`config.mk`:
```
export PLATFORM = sky130hd
export DESIGN_NAME = screen_rmw_scanner
export DESIGN_NICKNAME = d
export VERILOG_FILES = /design/src/rtl/screen_pkg.sv /design/src/rtl/screen_addr_calc.sv /design/src/rtl/screen_rmw_scanner.sv
export SDC_FILE = /design/constraint.sdc
export NUM_CORES = 1
export LEC_CHECK = 0
export CAP_MARGIN = 40
export CORE_MARGIN = 4
export CORE_UTILIZATION = 25
export CTS_BUF_LIST = sky130_fd_sc_hd__clkbuf_16
export CTS_CLUSTER_SIZE = 8
export DETAILED_ROUTE_END_ITERATION = 8
export HOLD_SLACK_MARGIN = 0.15
export PLACE_DENSITY = 0.52
export SYNTH_ARGS = -nofsm -noshare
export SYNTH_HDL_FRONTEND = slang
export SYNTH_HIERARCHICAL = 1
export SYNTH_SLANG_ARGS = --single-unit
```
`constraint.sdc`:
```
create_clock -name clock -period 6.4 [get_ports clock]
set_clock_uncertainty 0.05 [all_clocks]
set_input_delay 0.64 -clock clock [delete_from_list [all_inputs] [get_ports clock]]
set_output_delay 0.64 -clock clock [all_outputs]
set_load 0.05 [all_outputs]
```
`src/rtl/screen_pkg.sv`:
```
// rtl/screen_pkg.sv - shared states, screen geometry defaults and colour type for the screen scanner
package screen_pkg;
   localparam int SCREEN_W_DEF  = 160;
   localparam int SCREEN_H_DEF  = 120;
   localparam int FB_ADDR_WIDTH = 15;
   localparam int COLOUR_W      = 3;

   typedef logic [COLOUR_W-1:0] colour_t;

   typedef enum logic [2:0] {
      S_IDLE,
      S_FETCH,
      S_CAPTURE,
      S_WRITE,
      S_DONE
   } state_t;
endpackage

```
`src/rtl/screen_addr_calc.sv`:
```
// rtl/screen_addr_calc.sv - (x, y) to linear framebuffer address, with off-screen clip flag
module screen_addr_calc
   import screen_pkg::*;
#(
   parameter int WIDTH      = 8,
   parameter int SCREEN_W   = SCREEN_W_DEF,
   parameter int SCREEN_H   = SCREEN_H_DEF,
   parameter int ADDR_WIDTH = FB_ADDR_WIDTH
) (
   input  logic [WIDTH:0]        x,
   input  logic [WIDTH:0]        y,
   output logic [ADDR_WIDTH-1:0] addr,
   output logic                  clip
);

   // Address is only meaningful when clip is low, so truncation of off-screen products is harmless.
   assign addr = ADDR_WIDTH'(y) * ADDR_WIDTH'(SCREEN_W) + ADDR_WIDTH'(x);
   assign clip = (32'(x) >= SCREEN_W) || (32'(y) >= SCREEN_H);

endmodule

```
`src/rtl/screen_rmw_scanner.sv`:
```
// rtl/screen_rmw_scanner.sv - raster read-modify-write scanner over a client bounding box
// Optional macro SCREEN_SKIP_UNCHANGED_EN suppresses writes whose colour is unchanged.
module screen_rmw_scanner
   import screen_pkg::*;
#(
   parameter int WIDTH        = 8,
   parameter int COLOUR_WIDTH = COLOUR_W,
   parameter int SCREEN_W     = SCREEN_W_DEF,
   parameter int SCREEN_H     = SCREEN_H_DEF,
   parameter int ADDR_WIDTH   = FB_ADDR_WIDTH
) (
   input  logic                    clock,
   input  logic                    reset,
   input  logic                    screen_start,
   input  logic [WIDTH-1:0]        screen_x_min,
   input  logic [WIDTH-1:0]        screen_y_min,
   input  logic [WIDTH-1:0]        screen_x_range,
   input  logic [WIDTH-1:0]        screen_y_range,
   input  logic [COLOUR_WIDTH-1:0] new_screen_colour,
   output logic [WIDTH-1:0]        screen_x,
   output logic [WIDTH-1:0]        screen_y,
   output logic [COLOUR_WIDTH-1:0] old_screen_colour,
   output logic                    screen_done,
   output logic                    busy,
   output logic [ADDR_WIDTH-1:0]   fb_rd_addr,
   input  logic [COLOUR_WIDTH-1:0] fb_rd_data,
   output logic                    fb_wr_en,
   output logic [ADDR_WIDTH-1:0]   fb_wr_addr,
   output logic [COLOUR_WIDTH-1:0] fb_wr_data
);

   state_t                  state_q, state_d;
   logic [WIDTH:0]          x_q, x_d, y_q, y_d;
   logic [WIDTH:0]          x_end_q, x_end_d, y_end_q, y_end_d;
   logic [WIDTH-1:0]        x_min_q, x_min_d;
   logic [COLOUR_WIDTH-1:0] old_q, old_d;
   logic [ADDR_WIDTH-1:0]   rd_addr_q, rd_addr_d, wr_addr_q, wr_addr_d;
   logic                    done_q, done_d, busy_q, busy_d, wr_phase_q, wr_phase_d;

   logic [ADDR_WIDTH-1:0]   pix_addr;
   logic                    pix_clip;
   logic                    last_pix;
   logic [WIDTH:0]          adv_x, adv_y;

   screen_addr_calc #(
      .WIDTH      (WIDTH),
      .SCREEN_W   (SCREEN_W),
      .SCREEN_H   (SCREEN_H),
      .ADDR_WIDTH (ADDR_WIDTH)
   ) u_addr_calc (
      .x    (x_q),
      .y    (y_q),
      .addr (pix_addr),
      .clip (pix_clip)
   );

   // The read address must be valid during S_FETCH itself, so it bypasses the hold register there.
   assign fb_rd_addr = (state_q == S_FETCH && !pix_clip) ? pix_addr : rd_addr_q;

   always_comb begin
      last_pix = (x_q == x_end_q) && (y_q == y_end_q);
      if (x_q == x_end_q) begin
         adv_x = {1'b0, x_min_q};
         adv_y = y_q + (WIDTH+1)'(1);
      end else begin
         adv_x = x_q + (WIDTH+1)'(1);
         adv_y = y_q;
      end

      state_d    = state_q;
      x_d        = x_q;
      y_d        = y_q;
      x_end_d    = x_end_q;
      y_end_d    = y_end_q;
      x_min_d    = x_min_q;
      old_d      = old_q;
      wr_addr_d  = wr_addr_q;
      rd_addr_d  = fb_rd_addr;
      done_d     = 1'b0;
      wr_phase_d = 1'b0;

      case (state_q)
         S_IDLE: begin
            if (screen_start) begin
               x_min_d = screen_x_min;
               x_d     = {1'b0, screen_x_min};
               y_d     = {1'b0, screen_y_min};
               x_end_d = {1'b0, screen_x_min} + {1'b0, screen_x_range};
               y_end_d = {1'b0, screen_y_min} + {1'b0, screen_y_range};
               state_d = S_FETCH;
            end
         end
         S_FETCH: begin
            if (pix_clip) begin
               x_d     = adv_x;
               y_d     = adv_y;
               done_d  = last_pix;
               state_d = last_pix ? S_DONE : S_FETCH;
            end else begin
               state_d = S_CAPTURE;
            end
         end
         S_CAPTURE: begin
            old_d      = fb_rd_data;
            wr_addr_d  = pix_addr;
            wr_phase_d = 1'b1;
            state_d    = S_WRITE;
         end
         S_WRITE: begin
            x_d     = adv_x;
            y_d     = adv_y;
            done_d  = last_pix;
            state_d = last_pix ? S_DONE : S_FETCH;
         end
         S_DONE:  state_d = S_IDLE;
         default: state_d = S_IDLE;
      endcase

      busy_d = (state_d != S_IDLE);
   end

   always_ff @(posedge clock) begin
      if (reset) begin
         state_q    <= S_IDLE;
         x_q        <= '0;
         y_q        <= '0;
         x_end_q    <= '0;
         y_end_q    <= '0;
         x_min_q    <= '0;
         old_q      <= '0;
         rd_addr_q  <= '0;
         wr_addr_q  <= '0;
         done_q     <= 1'b0;
         busy_q     <= 1'b0;
         wr_phase_q <= 1'b0;
      end else begin
         state_q    <= state_d;
         x_q        <= x_d;
         y_q        <= y_d;
         x_end_q    <= x_end_d;
         y_end_q    <= y_end_d;
         x_min_q    <= x_min_d;
         old_q      <= old_d;
         rd_addr_q  <= rd_addr_d;
         wr_addr_q  <= wr_addr_d;
         done_q     <= done_d;
         busy_q     <= busy_d;
         wr_phase_q <= wr_phase_d;
      end
   end

   assign screen_x          = x_q[WIDTH-1:0];
   assign screen_y          = y_q[WIDTH-1:0];
   assign old_screen_colour = old_q;
   assign screen_done       = done_q;
   assign busy              = busy_q;
   assign fb_wr_addr        = wr_addr_q;
   // Client colour is combinational on the current pixel, so write data follows it live in S_WRITE.
   assign fb_wr_data        = wr_phase_q ? new_screen_colour : '0;

`ifdef SCREEN_SKIP_UNCHANGED_EN
   assign fb_wr_en = wr_phase_q && (new_screen_colour != old_q);
`else
   assign fb_wr_en = wr_phase_q;
`endif

endmodule
```
# Word-level counts from Yosys, hierarchy flattened

Index checks and enable logic that the tools add are counted.

Bits in latches: 0
Logic and storage cells: 53
Input bits: 41
Memories kept: 0
Output and inout port bits: 55
Memory bits (read-only): 0
Register bits after elaboration: 83
RAM bits: 0

Bitwise gates (word level): 0
Magnitude comparators: 2
Add/subtract/negate cells: 5
$mul: 1
Equality and inequality tests: 7
Muxes and demuxes: 17
Divide/modulo/power cells: 0
Reduce and logical (&&, ||, !) cells: 9
Shift-type cells: 0

Operators with widths:

| cell                                                              | number |
|---|---|
| two-way mux 9 bit                                                 | 6 |
| case mux 9 bit (3 select lines)                                   | 2 |
| adder 8 x 8 -> 9 bit                                              | 2 |
| adder 9 x 1 -> 9 bit, second input constant                       | 2 |
| equality test 9 bit                                               | 2 |
| adder 15 x 9 -> 15 bit                                            | 1 |
| two-way mux 15 bit                                                | 1 |
| two-way mux 3 bit                                                 | 4 |
| case mux 3 bit (4 select lines)                                   | 1 |
| multiplier 9 x 3 -> 10 bit, second input constant                 | 1 |
| greater-or-equal comparator 9 x 7 -> 1 bit, second input constant | 1 |
| greater-or-equal comparator 9 x 8 -> 1 bit, second input constant | 1 |
| equality test 3 x 2 -> 1 bit, second input constant               | 2 |
| nonzero test 3 bit                                                | 2 |
| != test 2 bit, second input constant                              | 2 |
| equality test 3 x 1 -> 1 bit, second input constant               | 1 |
| logical NOT 3 bit                                                 | 1 |
| AND reduction 3 bit                                               | 1 |
| logical AND 1 bit                                                 | 2 |
| two-way mux 1 bit                                                 | 2 |
| case mux 1 bit (2 select lines)                                   | 1 |
| AND reduction 2 bit                                               | 1 |
| logical NOT 1 bit                                                 | 1 |
| logical OR 1 bit                                                  | 1 |

# Logic depth before layout (Yosys ltp)

Word-level depth: 6
Depth in mapped cells: 10
Gate-level depth less buffers: 10

# Modules after synthesis

The synthesis kept the hierarchy.

Modules (own cells, without submodules):

| module             | times used | cells an instance | seq. area each (µm²) | area an instance (µm²) |
|---|---|---|---|---|
| screen_rmw_scanner | 1          | 542               | 1,661.6              | 4,550.6 |
| screen_addr_calc   | 1          | 82                | 0.0                  | 675.6 |

# Worst setup path before layout

Ideal clock, no wire load.

Path kind: flip-flop to output port
Start: reg y_q[1]
End: out fb_rd_addr[13]
Arrival time: 2.628 ns
Cell stages (with the launch flop): 10
Path slack: 3.082 ns
Data required time: 5.710 ns
Path buffers: 0
Cells stage by stage: dfxtp_1 ha_1 ha_1 fa_1 a21o_2 a21oi_1 xnor2_1 nand3_1 xnor2_1 mux2_2

Elaborated cells between the ends (all ways): 7
Those cells by class: add/sub (1); mul (1); order compare (1); mux (1); reduce/logical (3)

RTL lines:

| item                       | line                      | RTL |
|---|---|---|
| start: declaration         | screen_rmw_scanner.sv:33  | `logic [WIDTH:0] x_q, x_d, y_q, y_d;` |
| start signal: assignment   | screen_rmw_scanner.sv:139 | `y_q <= y_d;` |
| multiplier 9 x 3 -> 10 bit | screen_addr_calc.sv:17    | `assign addr = ADDR_WIDTH'(y) * ADDR_WIDTH'(SCREEN_W) + ADDR_WIDTH'(x);` |
| adder 15 x 9 -> 15 bit     | screen_addr_calc.sv:17    |  |
| named net pix_addr[13]     | screen_rmw_scanner.sv:40  | `logic [ADDR_WIDTH-1:0] pix_addr;` |
| two-way mux 15 bit         | screen_rmw_scanner.sv:58  | `assign fb_rd_addr = (state_q == S_FETCH && !pix_clip) ? pix_addr : rd_addr_q;` |
| end: declaration           | screen_rmw_scanner.sv:25  | `output logic [ADDR_WIDTH-1:0] fb_rd_addr,` |

The timed path passes the listed nets, and every way through them passes these cells.

# Worst setup path in the final report

Start: reg y_q[3]
End: out fb_rd_addr[14]

Same word-level chain as after synthesis.

==> results.json <==
{
  "status": "finished clean",
  "io_buffers": 95,
  "synthAdderAreaFrac": 0.0991,
  "grt_max_degree": 60,
  "path_max_fanout": 11,
  "synth_top_cell_area_share": 0.318,
  "yosysSeqAreaShare": 0.318,
  "route.detailed.wl_per_inst_um": 15.7,
  "p_leak_nw": 2.49,
  "worstHoldPathType": "flip-flop to flip-flop",
  "crit_chain": "ha_1 > ha_1 > fa_1 > a21o_2 > a21oi_1 > xnor2_1 > nand4_2 > xnor2_1 > mux2_2 > clkdlybuf4s50_1",
  "yosysTopAreaCell": "dfxtp_1",
  "place_ws_ns": 2.13,
  "worst_setup_path_end_kind": "primary output",
  "die_h_um": 153,
  "vias": 4566,
  "clockBufferDepth": 2,
  "placeableCoreArea_mm2": 0.0204,
  "hpwl_um": 11100,
  "crit_required_ns": 5.71,
  "io-pin-count": 96,
  "p_per_area_mw_per_mm2": 293,
  "synth-simple-area-share": 0.226,
  "grtUsageTotal": 0.126,
  "dieArea_mm2": 0.0233,
  "wl_um": 15000,
  "power_mw": 1.94,
  "vias_per_cell": 4.76,
  "overflow": 0,
  "fin_util": 0.324,
  "synth_nets": 704,
  "cts_tree": "done",
  "clockRootBuffer": "clkbuf_16",
  "hold_viol": 0,
  "drcViolationCount": 0,
  "cts_setup_buffers": 0,
  "synth_top_flop_cell": "dfxtp_1",
  "synthCells": 624,
  "rsz0062_at_grt": "no",
  "synth_edf_count": 0,
  "worst_pin_slew_ns": 0.904,
  "finalWorstSetupSlack_ns": 1.78,
  "drv_slew": 0,
  "gp_congestion": 0.805,
  "slew_headroom": 0.398,
  "diodes": 0,
  "start_util": 0.256,
  "fillers": 2179,
  "hold_buffers": 0,
  "muxShareOfSynthArea": 0.0402,
  "min_period_ns": 4.62,
  "arrival_ns": 3.93,
  "dpl.cell_count": 943,
  "grt_pass1_wl_um": 23800,
  "maxCapViolCount": 0,
  "crit_path_start_kind": "flip-flop",
  "critical-path-slowest-cell": "clkdlybuf4s50_1",
  "netlist_area_mm2": 0.00523,
  "synth_compound_area_frac": 0.176,
  "post-route-period-util": 0.722,
  "netlist_top_cells_count": "nand2_1 (87), dfxtp_1 (83), a21oi_1 (55)",
  "nets": 764,
  "cp_slowest_stage_delay_ns": 0.80,
  "synth_top_family_by_area": "simple AND/OR/NAND/NOR gates",
  "synth_area_leaders": "dfxtp_1 (32%), ha_1 (8.4%), nand2_1 (6.2%)",
  "area_growth_pct": 26.6,
  "placedInstanceArea_mm2": 0.00625,
  "clock_latency_ns": 0.34,
  "setup_viol": 0,
  "die_w_um": 153,
  "cts.htree.levels": 3,
  "grt_pass1_vias": 4264,
  "numCtsBuffers": 9,
  "drive_gt1_frac": 0.0929,
  "timing_worst_setup_path_type": "flip-flop to primary output",
  "clock.fmax_mhz": 216,
  "stdcell_area_mm2": 0.00662,
  "cts_resized": 0,
  "synth-seq-cells": 83,
  "rows": 52,
  "avgSynthCellArea_um2": 8.38,
  "cts_sinks": 83,
  "yosysMostFrequentCell": "nand2_1",
  "detail_route.iter0.violations": 208,
  "ys_warn_count": 6,
  "vdd_drop_max_uv": 104,
  "final_antenna_net_count": 0,
  "fin_tns_setup_ns": 0,
  "clk_pin_slew_ns": 0.07,
  "synth_cell_types": 72,
  "synth_xor_area_frac": 0.0685,
  "synthArstFlopShare": 0,
  "holdWs_ns": 0.403,
  "drt_first_pass_iters": 5,
  "instances_no_fill": 959,
  "grt_antenna_before_repair": 0
}
## power breakdown
group	total, mW	internal, mW	switching [mW]
clock network	0.639	0.420	0.219
logic	0.660	0.249	0.411
registers	0.638	0.568	0.0696
## layout by cell type, fill, tap and decap left out, drive strengths merged, types with 3 or more instances in the layout
master and instances:
nor4b 5, nand3 36, or3 6, a21o 7
and2 23, o311ai 3, xnor2 29, nor3b 3
nor2b 4, clkdlybuf4s50 94, o211ai 6, nor3 16
fa 4, dfxtp 83, a311oi 3, ha 35
o21ai 26, clkbuf 9, mux2i 3, a211oi 6
o2111ai 3, xor2 11, o31ai 5, mux2 16
bufinv 4, nor2 24, buf 6, inv 21
nand4 8, and3 3, a31oi 12, nand2 87
a21oi 57
## critical path, delay by kind of cell, from the launching register on
kind	cells	cell delay, ns
AOI/OAI and AO/OA	2	0.46
xor gates and xnor gates	2	0.46
muxes	1	0.20
and+or+nand+nor	1	0.15
DFF	1	0.55
buffers and inverters	1	0.80
adders and majority gates	3	0.96
## routing by layer
layer  track usage  vias to the layer above  share of wire
li1              -                     2310              -
met1         0.179                     2110           0.50
met2         0.190                      133           0.44
met3        0.0352                       13          0.052
met4        0.0267                        0          0.012
met5             0                        -              0
## state kept, by name, indices dropped and copies added (netlist names)
name	cells
fb_wr_addr	15
rd_addr_q	15
x_end_q	9
x_q	9
y_end_q	9
y_q	9
x_min_q	8
old_screen_colour	3
state_q	3
busy	1
fb_wr_en	1
screen_done	1
## path summary, 6_finish.rpt
path                  from              to  slack [ns]  cells past startpoint
max                 y_q[3]  fb_rd_addr[14]        1.78                     10
min          fb_wr_addr[5]   fb_wr_addr[5]        0.40                      2
max reg2reg         y_q[3]   rd_addr_q[14]        3.27                     10
min reg2reg  fb_wr_addr[5]   fb_wr_addr[5]        0.40                      2
## kinds of logic after synthesis
logic type      Yosys count
compound gates          143
xor+xnor                 40
fa+ha+maj                39
buf+inv                  72
flops                    83
mux                      19
simple gates            228
## layout make-up
| type | count | area (um2) | area share |
|---|---|---|---|
| clock buffers | 9 | 225 | 0.0340 |
| clock inverters | 7 | 140 | 0.0212 |
| inverters | 21 | 78.8 | 0.0119 |
| multi-input cells | 469 | 3190 | 0.482 |
| flip-flops and latches | 83 | 1660 | 0.251 |
| well taps | 270 | 338 | 0.0510 |
| repair buffers | 100 | 983 | 0.149 |
(Power assumes the default switching activity.)
